--- config.mk ---
export PLATFORM = sky130hd
export DESIGN_NAME = l2_data_sram_ctrl
export DESIGN_NICKNAME = d
export VERILOG_FILES = /design/src/rtl/l2_data_sram_ctrl.sv
export SDC_FILE = /design/constraint.sdc
export NUM_CORES = 1
export LEC_CHECK = 0
export BUFFER_PORTS_ARGS = -buffer_cell sky130_fd_sc_hd__buf_2
export CAP_MARGIN = 0
export CORE_AREA = 2 2 645 647
export CTS_BUF_LIST = sky130_fd_sc_hd__clkbuf_4
export DETAILED_ROUTE_END_ITERATION = 10
export DIE_AREA = 0 0 647 649
export SLEW_MARGIN = 15
export SYNTH_ARGS = -nofsm -noshare
export SYNTH_HDL_FRONTEND = slang
export SYNTH_SLANG_ARGS = --single-unit
--- constraint.sdc ---
create_clock -name clk_i -period 2.1 [get_ports clk_i]
set_clock_uncertainty 0.15 [all_clocks]
set_input_delay 0 -clock clk_i [delete_from_list [all_inputs] [get_ports clk_i]]
set_output_delay 0 -clock clk_i [all_outputs]
set_load 0.05 [all_outputs]
--- src/rtl/l2_data_sram_ctrl.sv ---
// L2 data-array bank controller: zero-fills a single-port SRAM after reset, then
// round-robin arbitrates refill (port 0) and core (port 1) accesses onto it.
module l2_data_sram_ctrl #(
  parameter int DEPTH = 512,
  parameter int AW    = 9,
  parameter int DW    = 256,
  parameter int SW    = 32
) (
  input  logic          clk_i,
  input  logic          rst_i,
  input  logic          init_req_i,
  output logic          init_done_o,
  input  logic          req0_valid_i,
  output logic          req0_ready_o,
  input  logic          req0_we_i,
  input  logic [AW-1:0] req0_addr_i,
  input  logic [DW-1:0] req0_wdata_i,
  input  logic [SW-1:0] req0_wstrb_i,
  output logic          rsp0_valid_o,
  output logic [DW-1:0] rsp0_rdata_o,
  input  logic          req1_valid_i,
  output logic          req1_ready_o,
  input  logic          req1_we_i,
  input  logic [AW-1:0] req1_addr_i,
  input  logic [DW-1:0] req1_wdata_i,
  input  logic [SW-1:0] req1_wstrb_i,
  output logic          rsp1_valid_o,
  output logic [DW-1:0] rsp1_rdata_o,
  output logic          sram_cs_o,
  output logic          sram_we_o,
  output logic [AW-1:0] sram_addr_o,
  output logic [DW-1:0] sram_wdata_o,
  output logic [SW-1:0] sram_wstrb_o,
  input  logic [DW-1:0] sram_rdata_i
);

  typedef enum logic {INIT, RUN} state_t;

  state_t        state;
  logic [AW-1:0] cnt;
  logic          ptr;
  logic          rd_pend;
  logic          rd_id;
  logic          run;
  logic          sweep;
  logic          gnt0;
  logic          gnt1;

  assign run   = (state == RUN);
  // Held off while reset is asserted so the array sees no writes until release.
  assign sweep = (state == INIT) && !rst_i;

  // Ties go to the pointer; a lone requester always wins.
  assign gnt0 = run & req0_valid_i & (~req1_valid_i | ~ptr);
  assign gnt1 = run & req1_valid_i & (~req0_valid_i | ptr);

  assign init_done_o  = run;
  assign req0_ready_o = gnt0;
  assign req1_ready_o = gnt1;

  always_comb begin
    sram_cs_o    = 1'b0;
    sram_we_o    = 1'b0;
    sram_addr_o  = '0;
    sram_wdata_o = '0;
    sram_wstrb_o = '0;
    if (sweep) begin
      sram_cs_o    = 1'b1;
      sram_we_o    = 1'b1;
      sram_addr_o  = cnt;
      sram_wstrb_o = '1;
    end else if (gnt0) begin
      sram_cs_o    = 1'b1;
      sram_we_o    = req0_we_i;
      sram_addr_o  = req0_addr_i;
      sram_wdata_o = req0_wdata_i;
      sram_wstrb_o = req0_wstrb_i;
    end else if (gnt1) begin
      sram_cs_o    = 1'b1;
      sram_we_o    = req1_we_i;
      sram_addr_o  = req1_addr_i;
      sram_wdata_o = req1_wdata_i;
      sram_wstrb_o = req1_wstrb_i;
    end
  end

  always_ff @(posedge clk_i or posedge rst_i) begin
    if (rst_i) begin
      state   <= INIT;
      cnt     <= '0;
      ptr     <= 1'b0;
      rd_pend <= 1'b0;
      rd_id   <= 1'b0;
    end else begin
      rd_pend <= (gnt0 & ~req0_we_i) | (gnt1 & ~req1_we_i);
      rd_id   <= gnt1;
      if (gnt0)      ptr <= 1'b1;
      else if (gnt1) ptr <= 1'b0;
      case (state)
        INIT: begin
          cnt <= cnt + 1'b1;
          if (cnt == AW'(DEPTH - 1)) state <= RUN;
        end
        RUN: begin
          // A grant in this same cycle still completes; its response lands in INIT.
          if (init_req_i) begin
            state <= INIT;
            cnt   <= '0;
          end
        end
        default: state <= INIT;
      endcase
    end
  end

  // Response stage: SRAM data arrives the cycle after the read grant.
  assign rsp0_valid_o = rd_pend & ~rd_id;
  assign rsp1_valid_o = rd_pend & rd_id;
  assign rsp0_rdata_o = sram_rdata_i;
  assign rsp1_rdata_o = sram_rdata_i;

endmodule

**After elaboration in Yosys (flattened, before gate mapping)**

Index checks and enable logic that the tools add are counted.

- Bits in registers: 13
- Input port bits: 857
- Output and inout bits: 816

- $add $sub $neg: 1
- Equal/unequal tests: 2
- Multiplexer cells: 22
- Bitwise gates (word level): 18
- Reduce and logical (&&, ||, !) cells: 3

Operators with widths:

| kind | count |
|---|---|
| $mux W256 | 3 |
| $mux W32 | 3 |
| $mux W9 | 4 |
| $pmux W9 S2 | 1 |
| $mux W1 | 10 |
| $add A9 B1 Y9 const B | 1 |
| $eq A9 B9 Y1 const B | 1 |
| $and A1 B1 Y1 | 8 |
| $not A1 Y1 | 7 |
| $or A1 B1 Y1 | 3 |
| $ne A2 B2 Y1 const B | 1 |
| $pmux W1 S2 | 1 |
| $reduce_bool A2 Y1 | 1 |
| $logic_and A1 B1 Y1 | 1 |
| $logic_not A1 Y1 | 1 |

**Logic depth before layout (Yosys ltp)**

- Word-level depth: 6
- Depth in mapped cells: 6

**Worst setup path before layout**

No wires, ideal clock.

- Path kind: flip-flop to output port
- Start point: reg state, in the netlist init_done_o
- End point: out sram_wdata_o[246]
- Data arrival time: 1.994 ns
- Required time: 1.950 ns
- Path slack: -0.044 ns
- Stages on the path, launching flop included: 6
- Path buffers: 2
- Cell sequence: dfrtp_1 > nand2_1 > a21oi_2 > buf_2 > buf_2 > a22o_1

- Cells in the longest elaborated chain, start to end: 5
- Elaborated cells on any way between the ends: 9

RTL lines:

| what | RTL line | text |
|---|---|---|
| start: declaration | 39 | `state_t state;` |
| start signal: assignment | 89 | `state <= INIT;` |
| start signal: assignment | 102 | `if (cnt == AW'(DEPTH - 1)) state <= RUN;` |
| start signal: assignment | 107 | `state <= INIT;` |
| $and A1 B1 Y1 (2 in series) | 55 | `assign gnt1 = run & req1_valid_i & (~req0_valid_i \| ptr);` |
| net req1_ready_o | 22 | `output logic req1_ready_o,` |
| $mux W256 | 78 | `end else if (gnt1) begin` |
| $mux W256 | 72 | `end else if (gnt0) begin` |
| $mux W256 | 67 | `if (sweep) begin` |
| end: declaration | 32 | `output logic [DW-1:0] sram_wdata_o,` |

The timed path passes the listed nets, and every way through them passes these cells.

**Worst setup path after layout**

- Start point: reg state, in the netlist init_done_o
- End point: out sram_wdata_o[99]

- Cells in the longest elaborated chain, start to end: 5
- Elaborated cells on any way between the ends: 9

RTL lines:

| what | RTL line |
|---|---|
| $and A1 B1 Y1 (2 in series) | 55 |
| $mux W256 | 78 |
| $mux W256 | 72 |
| $mux W256 (*) | 67 |

Every way passes the cells marked *; elsewhere a longest branch is shown, timed or not.

==> impl_results.md <==
- Unrepaired setup endpoints after global routing: yes
- Post-detail-place hpwl: 404000 um
- Die Width: 647 um
- Initial antenna violation count: approximately 330
- Layout Cells excl Fill: between 7000 and 8000
- Pleak: approximately 0.0099 uW
- Layout fillers: 48200
- Syn. warnings: 0
- Antenna Nets Post-Route: 0
- First-pass GRT wire length: around 450000 um
- Slowest stage cell, crit path: dfrtp_2
- Clock Sinks: 13
- Max_cap viols: 0
- Clock Latency Late Sink: 290 ps
- Crit share post-route: 1.06
- DRC violations left: 0
- Crit-path leading delay family: buffers and inverters
- Hold Crit Depth: 1
- Grt total ovfl: 0
- Clock H-tree levels: 1
- Async SR Flop Fraction: 1.00
- # rows: between 200 and 250
- Endpoints failing setup: 176
- Dpl cells: 6811
- Vias in the first global route: approximately 12000
- Hold path endpoint: rsp1_rdata_o[175]
- Hold Path Origin: sram_rdata_i[175]
- Synthesized cell area: ~7600 um^2
- Register area share after synthesis: 0.0426
- Crit path largest cell delay: about 430 ps
- Crit path top cell by count: buf_12
- Routability cong.: 0.963
- Layout area overhead: 251%
- Syn avg cell area: between 7 and 8 um^2
- Total track usage: 0.195
- 1st-iter DRT viols: roughly 960
- Minimum clock period after layout: approximately 2200 ps
- Final Cell Area: 26800 um^2
- Comb power frac: 0.918
- Reg2Reg Depth: 6
- Switching power: between 5000 and 6000 uW
- Clock share of power: 0.024
- Die Y-Extent: ~650 um
- Vias: around 14000
- Status: complete, but fails checks
- PwrDens: around 280 nW/um^2
- CTS tree: built
- Reg-to-reg setup timing slack: 30 ps
- Final hold viol count: 0
- Post-Syn Instances: a little under 1000
- Max clock buf depth: 2
- Primary FF master, synth: dfrtp_1
- Root Driver: clkbuf_4
- Headroom to the max-slew limit: 0.180
- Worst min path class: in -> out
- Buffers on Ports: 904
- DRT Wirelength: 427000 um
- Register share of total power: 0.058
- Post-DR wirelength/cell: 59.5 um
- Post-synth EDFFs: 0
- Largest net degree at the start of global routing: 44
- Failing checks: setup timing
- Fin. max-slew vios: 0
- Setup ws final: -131 ps
- Number of synthesized register bits: 13
- Die area: 420000 um^2
- Worst VDD drop: approximately 0.22 mV
- Worst Path Arrival: between 2000 and 2500 ps
- FF/Latch Area: 328 um^2
- Post-Syn Nets: ~1800
- # nets final: about 2500
- IO Count: 1673
- Worst R2R End: rd_pend
- CP Class: reg -> out
- Slew @ Worst Pin: about 1200 ps
- Cell Area, Placed: roughly 20000 um^2
- CP startpoint kind: flip-flop
- Req. time, crit path: slightly below 2000 ps
- Initial DRT Pass Iterations: 5
- CTS buffer count: 3
- Worst path bufs/invs: 3
- CP Cell Sequence: nand2_2, a21oi_4, buf_12, buf_12, a22o_1, buf_12
- Core Area: 413000 um^2
- Max Freq: 448 MHz
- Int Power: approximately 2300 uW
- Reg2reg start: init_done_o
- Layout cells sized above 1: 0.825
- Sw frac: 0.699
- Critical Path Fanout Max: 43
- Initial Utilization: 0.0185
- Footprint of the multi-input gates: 4170 um^2
- CP Capture Type: output port
- Distinct cells, synth: 28
- Register clock-pin slew on the reported worst setup and hold paths: ~80 ps
- Routed vias/inst: approximately 1.9
-- placed cells by master (no fill, tap or decap), types with 6 or more instances in the layout --
cell type      synthesis  routed
and2_1                 8       8
o21ai_0               10      10
a22o_1               258     123
diode_2                0      60
buf_16                 0      58
a22o_2                 0      10
clkbuf_16              0       6
buf_4                532      30
dfrtp_1               13      11
buf_2                 50     605
inv_1                  8       7
a22o_4                 0     125
dlygate4sd3_1          0      49
buf_6                  0      23
buf_12                 0     470
nand2_1               10       8
a221o_1               42      42
-- repair_timing --
action,CTS,global route
setup buffers,7,11
hold buffers,261,1
setup endpoints to repair,264,282
cloned,3,8
resized for setup,83,131
pin swaps,15,23
hold endpoints to repair,533,1
-- routing by layer --
| metal | vias up | track usage | wire (um) |
|---|---|---|---|
| li1 | 4458 | - | - |
| met1 | 6216 | 0.179 | 135000 |
| met2 | 1950 | 0.306 | 186000 |
| met3 | 842 | 0.180 | 86000 |
| met4 | 166 | 0.0607 | 18500 |
| met5 | - | 0 | 1090 |
-- cell type report --
| cell class | count | share of cell area |
|---|---|---|
| Timing Repair Buffer | 1246 | 0.569 |
| Tap cell | 5474 | 0.256 |
| Clock buffer | 4 | 0.00112 |
| Sequential cell | 13 | 0.0122 |
| Antenna cell | 60 | 0.00560 |
| Inverter | 8 | 0.00112 |
| Multi-Input combinational cell | 359 | 0.155 |
-- how the worst max path moves through the flow --
stage,from,to,slack [ps],depth (start not counted)
after floorplan,init_done_o,sram_wdata_o[246],80,5
after global placement,ptr,sram_wdata_o[21],80,6
after detailed placement,ptr,sram_wdata_o[21],60,6
after CTS,init_done_o,sram_wstrb_o[25],-110,5
after global routing,init_done_o,sram_wdata_o[121],-140,7
final,init_done_o,sram_wdata_o[99],-130,6
-- cell families after synthesis --
family / synth area share
AND/OR/NAND/NOR: 0.0266
buffers and inverters: 0.561
adder cells (fa/ha/maj): 0.00328
flip-flops: 0.0426
AO/OA/AOI/OAI: 0.367
-- sequential cells by signal (all words and copies together) (netlist names) --
register,count
cnt,9
init_done_o,1
ptr,1
rd_id,1
rd_pend,1
-- power by group through the flow --
stage	logic [uW]	clock network, uW	registers (uW)
final	6990	180	441
after CTS	7100	176	437
after detailed placement	2740	0	441
after global routing	7230	190	456
after floorplan	3200	0	407
after global placement	2740	0	435
-- per-stage QoR --
stage                     TNS, ps  power, uW  hold WS [ps]  setup slack [ps]  utilization
final                       -8980       7620         0.209              -131       0.0650
after global routing       -16180       7880          6.02              -140       0.0647
after CTS                   -6740       7710          6.09              -113       0.0615
after detailed placement        0       3180          -150              64.6       0.0476
after global placement          0       3170          -150              75.1       0.0476
after floorplan                 0       3600          -273              80.9            -
-- synthesized netlist by cell type (all sizes together), types with 2 or more instances --
cell,n,area (um^2)
nor2b,4,25.0
ha,2,25.0
o31ai,2,15.0
buf,583,4250
a22o,258,2260
a21oi,2,17.5
a221o,42,420
dfrtp,13,325
and2,9,56.3
a31oi,2,12.5
nand3,4,20.0
nand2,10,37.5
nor2,2,7.51
nor3,3,15.0
or4,2,15.0
o21ai,10,50.1
inv,8,30.0
Power figures use the tool's default switching activity.
